--- config.mk ---
export PLATFORM = sky130hd
export DESIGN_NAME = posit_mult_flow_ctrl_n32
export DESIGN_NICKNAME = d
export VERILOG_FILES = /design/src/rtl/posit_mult_flow_ctrl_n32_pkg.sv /design/src/rtl/posit_mult_flow_ctrl_n32_res_fifo.sv /design/src/rtl/posit_mult_flow_ctrl_n32.sv
export SDC_FILE = /design/constraint.sdc
export NUM_CORES = 1
export LEC_CHECK = 0
export BUFFER_PORTS_ARGS = -buffer_cell sky130_fd_sc_hd__buf_2
export CAP_MARGIN = 20
export CORE_MARGIN = 1
export CORE_UTILIZATION = 56
export CTS_CLUSTER_DIAMETER = 150
export CTS_CLUSTER_SIZE = 8
export DETAILED_ROUTE_END_ITERATION = 12
export MAX_ROUTING_LAYER = met4
export PLACE_DENSITY = 0.77
export SLEW_MARGIN = 20
export SYNTH_ARGS = -nofsm -noshare
export SYNTH_HDL_FRONTEND = slang
export SYNTH_SLANG_ARGS = --single-unit
--- constraint.sdc ---
create_clock -name clk -period 5.01 [get_ports clk]
set_clock_uncertainty 0.15 [all_clocks]
set_input_delay 1.002 -clock clk [delete_from_list [all_inputs] [get_ports clk]]
set_output_delay 1.002 -clock clk [all_outputs]
set_load 0.01 [all_outputs]
--- src/rtl/posit_mult_flow_ctrl_n32_pkg.sv ---
// Shared constants and result-entry layout for the posit multiplier flow-control slice.
package posit_mult_flow_ctrl_n32_pkg;

  localparam int unsigned POSIT_N         = 32;
  localparam int unsigned POSIT_ES        = 6;
  localparam int unsigned MUL_LAT_DEFAULT = 5;

  typedef struct packed {
    logic                inf;
    logic                zero;
    logic [POSIT_N-1:0]  data;
  } res_entry_t;

  localparam int unsigned RES_W = $bits(res_entry_t);

endpackage

--- src/rtl/posit_mult_flow_ctrl_n32_res_fifo.sv ---
// Show-ahead result FIFO; the storage array is not reset, only pointers and count.
module posit_res_fifo
  import posit_mult_flow_ctrl_n32_pkg::*;
#(
  parameter int unsigned DEPTH = 8,
  parameter int unsigned AW    = 3
) (
  input  logic       clk,
  input  logic       rst_n,
  input  logic       wr_en,
  input  res_entry_t wr_data,
  input  logic       rd_en,
  output res_entry_t rd_data,
  output logic [AW:0] count
);

  res_entry_t        mem [DEPTH];
  logic [AW-1:0]     wr_ptr;
  logic [AW-1:0]     rd_ptr;

  always_ff @(posedge clk) begin
    if (!rst_n) begin
      wr_ptr <= '0;
      rd_ptr <= '0;
      count  <= '0;
    end else begin
      if (wr_en) wr_ptr <= wr_ptr + 1'b1;
      if (rd_en) rd_ptr <= rd_ptr + 1'b1;
      case ({wr_en, rd_en})
        2'b10:   count <= count + 1'b1;
        2'b01:   count <= count - 1'b1;
        default: count <= count;
      endcase
    end
  end

  always_ff @(posedge clk) begin
    if (wr_en) mem[wr_ptr] <= wr_data;
  end

  assign rd_data = mem[rd_ptr];

endmodule

--- src/rtl/posit_mult_flow_ctrl_n32.sv ---
// Valid/ready wrapper around a fixed-latency, stall-free posit multiplier with a credit-guarded result FIFO.
module posit_mult_flow_ctrl_n32
  import posit_mult_flow_ctrl_n32_pkg::*;
#(
  parameter int unsigned N       = POSIT_N,
  parameter int unsigned DEPTH   = 8,
  parameter int unsigned MUL_LAT = MUL_LAT_DEFAULT,
  parameter int unsigned AW      = 3
) (
  input  logic         clk,
  input  logic         rst_n,
  input  logic         in_valid,
  output logic         in_ready,
  input  logic [N-1:0] in_a,
  input  logic [N-1:0] in_b,
  output logic [N-1:0] mul_in1,
  output logic [N-1:0] mul_in2,
  output logic         mul_start,
  input  logic [N-1:0] mul_out,
  input  logic         mul_inf,
  input  logic         mul_zero,
  input  logic         mul_done,
  output logic         res_valid,
  input  logic         res_ready,
  output logic [N-1:0] res_data,
  output logic         res_inf,
  output logic         res_zero,
  output logic [AW:0]  occupancy,
  output logic         err_done
);

  localparam int unsigned DW = (MUL_LAT < 2) ? 1 : $clog2(MUL_LAT + 1);

  logic [DW-1:0] drain_cnt;
  logic [AW:0]   count;
  logic [AW:0]   inflight;
  logic [AW+1:0] used;
  logic          draining;
  logic          issue;
  logic          done_ok;
  logic          retire;
  logic          wr_en;
  logic          rd_en;
  res_entry_t    wr_entry;
  res_entry_t    rd_entry;

  assign draining  = (drain_cnt != '0);
  assign used      = {1'b0, count} + {1'b0, inflight};
  assign in_ready  = !draining && (used < (AW+2)'(DEPTH));
  assign issue     = in_valid && in_ready;
  assign done_ok   = mul_done && !draining;
  // A done with nothing in flight only retires a credit if an issue refills it this cycle (saturate at 0).
  assign retire    = done_ok && ((inflight != '0) || issue);
  assign wr_en     = done_ok && (count < (AW+1)'(DEPTH));
  assign res_valid = (count != '0);
  assign rd_en     = res_valid && res_ready;

  assign mul_start = issue;
  assign mul_in1   = in_a;
  assign mul_in2   = in_b;
  assign wr_entry  = {mul_inf, mul_zero, mul_out};

  always_ff @(posedge clk) begin
    if (!rst_n) begin
      drain_cnt <= DW'(MUL_LAT);
      inflight  <= '0;
      err_done  <= 1'b0;
    end else begin
      if (draining) drain_cnt <= drain_cnt - 1'b1;
      case ({issue, retire})
        2'b10:   inflight <= inflight + 1'b1;
        2'b01:   inflight <= inflight - 1'b1;
        default: inflight <= inflight;
      endcase
      if (done_ok && (inflight == '0)) err_done <= 1'b1;
    end
  end

  posit_res_fifo #(
    .DEPTH (DEPTH),
    .AW    (AW)
  ) u_res_fifo (
    .clk     (clk),
    .rst_n   (rst_n),
    .wr_en   (wr_en),
    .wr_data (wr_entry),
    .rd_en   (rd_en),
    .rd_data (rd_entry),
    .count   (count)
  );

  assign res_data  = rd_entry.data;
  assign res_inf   = rd_entry.inf;
  assign res_zero  = rd_entry.zero;
  assign occupancy = count;

endmodule

==> impl_metrics.csv <==
group,metric,value,unit
status,run_status,"finished clean",
finish,fillers,1352,
grt,largest_net_degree_at_the_start_of_global_routing,69,
timing,finalSetupViolCount,0,
timing,setup_slack,1150,ps
setup_path,startpoint_type,"flop",
synth,ys.flop_type,"sky130_fd_sc_hd__edfxtp_1",
clock_tree,cts_tree,"yes",
synth,synth.distinct_cells,39,
synth,multiplexer_share_of_the_synthesized_area,17.2,%
floorplanning,die_height,148,um
timing,timing.final.crit_share,77.1,%
clock_tree,cts_max_path_buffers,3,
setup_path,timing.critical_path.cells,"buf_12 -> mux4_1 -> mux2_4 -> buf_2",
synth,synth_compound_gate_area_share,0.980,%
synth,synth_commonest_cells,"272 x sky130_fd_sc_hd__edfxtp_1, 64 x sky130_fd_sc_hd__buf_4, 58 x sky130_fd_sc_hd__mux4_2",
timing,hold_viol_final,0,
synth,synth-adder-area-share,1.69,%
grt,wire_length_of_the_first_global_routing_pass,34900,um
detailed_routing,wire_per_inst,24.7,um
setup_path,worstPathArrival,2710,ps
floorplanning,die_width,148,um
timing,unrepaired_setup_endpoints_after_global_routing,"no",
clock_tree,cts_num_sinks,293,
grt,grt_pass1_vias,6022,
clock_tree,cts-htree-levels,2,
detailed_routing,via_count,5528,
placement,hpwl,12800,um
pwr,vdd_ir_drop_max,0.287,mV
synth,postSynthAreaPerCell,20.2,um^2
synth,synth-seq-area-share,71.5,%
floorplanning,initial_utilization,57.1,%
floorplanning,core_area,21000,um^2
setup_path,critical_path_class,"flop to output pin",
synth,postSynthRegisterBits,293,
clock_tree,cts.reportedPaths.clkPinSlew,50,ps
setup_path,path_depth,4,
synth,dominant_combinational_cell_family_by_area_after_synthesis,"multiplexers",
detailed_routing,route.detailed.drc,0,
setup_path,worst-path-buf-inv,2,
setup_path,crit_fanout,38,
synth,synthArstFlopShare,0,%
hold_path,min_path_cells,2,
placement,setup_slack_after_placement,1600,ps
timing,fin_setup_tns,0,ps
synth,synth_largest_area_cell,"sky130_fd_sc_hd__edfxtp_1",
detailed_routing,first_pass_iters,5,
timing,worst_slew_pin_slew,1020,ps
pwr,p_int,4.34,mW
synth,post_synth_xor_area_fraction,0.584,%
run,max_cap_viol_count,0,
timing,max_clock_freq,259,MHz
placement,dpl_cell_area,12300,um^2
placement,placed_cells,872,
floorplanning,std_cell_rows,53,
floorplanning,floorplan.die_area,22000,um^2
hold_path,min-delay-path-class,"flop to flop",
finish,finish.instance_area,13400,um^2
setup_path,timing.critical_path.required,3860,ps
synth,synth.most_common_cell,"sky130_fd_sc_hd__edfxtp_1",
grt,grt_util_all_layers,22.3,%
synth,synth.area.top_cells,"sky130_fd_sc_hd__edfxtp_1 68%, sky130_fd_sc_hd__mux4_2 11%, sky130_fd_sc_hd__buf_4 4.0%",
clock_tree,hold_buffers_post_cts,0,
setup_path,slowest_cell_delay_on_critical_path,750,ps
timing,timing.max_slew.rel_slack,31.8,%
setup_path,timing.critical_path.slowest_stage_cell,"sky130_fd_sc_hd__dfxtp_4",
finish,nets,759,
clock_tree,clock_insertion_delay_worst_skew,510,ps
detailed_routing,count_of_antenna_violating_nets_left_after_detailed_routing,0,
pwr,power.share.sequential,50.4,%
placement,io_buffer_count,80,
synth,synthSimpleGateAreaFrac,2.33,%
grt,antenna_found_initial,3,
synth,synth.yosys.warnings,0,
setup_path,crit_family,"multiplexers",
setup_path,r2r_cells,11,
synth,synth.top_cell.area_share,68.0,%
placement,final_weighted_congestion_in_routability_driven_placement,0.752,
synth,edff_count_synth,272,
setup_path,setup.worst_path.end_class,"output pin",
timing,finalCriticalPeriod,3860,ps
synth,synth.cell_area,12000,um^2
detailed_routing,vias_per_cell,5.97,
clock_tree,numCtsBuffers,42,
pwr,fraction_of_power_consumed_by_the_clock_network,45.0,%
clock_tree,cts_root_buffer,"sky130_fd_sc_hd__clkbuf_16",
pwr,cellLeakagePower,4.47,nW
finish,stdcell_count,926,
detailed_routing,detailedRoute.firstIterationViolations,290,
synth,syn_inst,594,
finish,layout_cell_share_with_drive_strength_beyond_1,37.3,%
pwr,power.combinational.fraction,4.6,%
pwr,power_per_cell_area,403,nW/um^2
clock_tree,post-cts-setup-buffer-count,0,
timing,final-max-slew-violation-count,0,
finish,area.growth.synth_to_final,11.5,%
grt,grt-ovfl-total,0,
clock_tree,cts-resized-gates,0,
pwr,p_switching,1.06,mW
pwr,swShare,19.6,%
floorplanning,io_pins,209,
detailed_routing,detail_route.wirelength,22900,um
synth,syn-num-nets,712,
through the flow:
| stage | total power, mW | hold slack, ps | utilization, % |
|---|---|---|---|
| after global routing | 5.54 | 348 | 63.7 |
| final | 5.40 | 340 | 63.7 |
| after floorplan | 2.98 | 301 | - |
| after detailed placement | 3.01 | 333 | 58.4 |
| after CTS | 5.44 | 338 | 63.6 |
| after global placement | 3.00 | 298 | 58.4 |
power groups by stage:
stage,clock network (mW),registers (mW),logic [mW]
final,2.43,2.72,0.250
after global routing,2.55,2.72,0.272
after CTS,2.46,2.72,0.254
after detailed placement,0,2.76,0.250
after global placement,0,2.76,0.237
after floorplan,0,2.75,0.234
flip-flops by register name, summed over array words and instances, names as in the netlist, named ones only:
register           flops
drain_cnt              3
u_res_fifo.wr_ptr      3
u_res_fifo.rd_ptr      3
u_res_fifo.count       4
inflight               4
u_res_fifo.mem       272
err_done               1
kinds of logic after synthesis:
family	count (synthesis)
multiplexers	106
flip-flops	293
buffers and inverters	99
AO/OA/AOI/OAI	18
AND/OR/NAND/NOR	55
XOR/XNOR	8
adder cells (fa/ha/maj)	15
final cells by class:
cell class,instances,area (um^2),share of cell area [%]
Antenna cell,3,7.51,0.0561
Tap cell,275,344,2.57
Clock buffer,49,1100,8.21
Timing Repair Buffer,90,488,3.65
Inverter,12,45.0,0.336
Sequential cell,293,8600,64.2
Multi-Input combinational cell,202,2790,20.9
Clock inverter,2,13.8,0.103
worst min-delay path: cells and delay by family, from the launching register on:
kind            cells  cell delay [ps]
simple gates        1               60
flops               1              310
compound gates      1               70
routing by layer:
metal  vias up  GRT usage, %  part of all wire (%)
li1       2383             -                     -
met1      2836          25.7                    38
met2       216          38.0                    53
met3        93          4.39                   5.8
met4         0          9.95                   3.4
met5         -             -                     0
cells in the final DEF, fill, tap and decap left out, types with 2 or more instances in the layout:
master	count
sky130_fd_sc_hd__inv_2	2
sky130_fd_sc_hd__edfxtp_1	272
sky130_fd_sc_hd__and2_1	12
sky130_fd_sc_hd__buf_4	9
sky130_fd_sc_hd__nor2_1	4
sky130_fd_sc_hd__nand2_1	18
sky130_fd_sc_hd__xor2_1	2
sky130_fd_sc_hd__mux4_1	10
sky130_fd_sc_hd__xnor2_1	6
sky130_fd_sc_hd__buf_2	80
sky130_fd_sc_hd__dfxtp_1	18
sky130_fd_sc_hd__nor2_4	6
sky130_fd_sc_hd__o21ai_0	5
sky130_fd_sc_hd__nand2b_1	5
sky130_fd_sc_hd__dfxtp_4	2
sky130_fd_sc_hd__mux2_4	20
sky130_fd_sc_hd__a21oi_1	3
sky130_fd_sc_hd__a21boi_0	3
sky130_fd_sc_hd__inv_1	10
sky130_fd_sc_hd__nor3_2	2
sky130_fd_sc_hd__nor2b_1	2
sky130_fd_sc_hd__ha_1	13
sky130_fd_sc_hd__mux2i_1	4
sky130_fd_sc_hd__mux4_2	58
sky130_fd_sc_hd__fa_1	2
sky130_fd_sc_hd__mux2_2	14
sky130_fd_sc_hd__diode_2	3
sky130_fd_sc_hd__clkbuf_16	43
sky130_fd_sc_hd__a21o_1	2
sky130_fd_sc_hd__nand3_1	2
sky130_fd_sc_hd__clkbuf_1	6
path summary, 6_finish.rpt:
kind / startpoint / endpoint / slack, ps
worst max-delay path: flop / res_data[15] / 1150
worst min-delay path: u_res_fifo.rd_ptr[1] / flop / 340
worst max register to register: u_res_fifo.count[1] / inflight[3] / 1590
worst min register to register: u_res_fifo.rd_ptr[1] / flop / 340
Note: power is estimated with default switching activity, not from simulation.
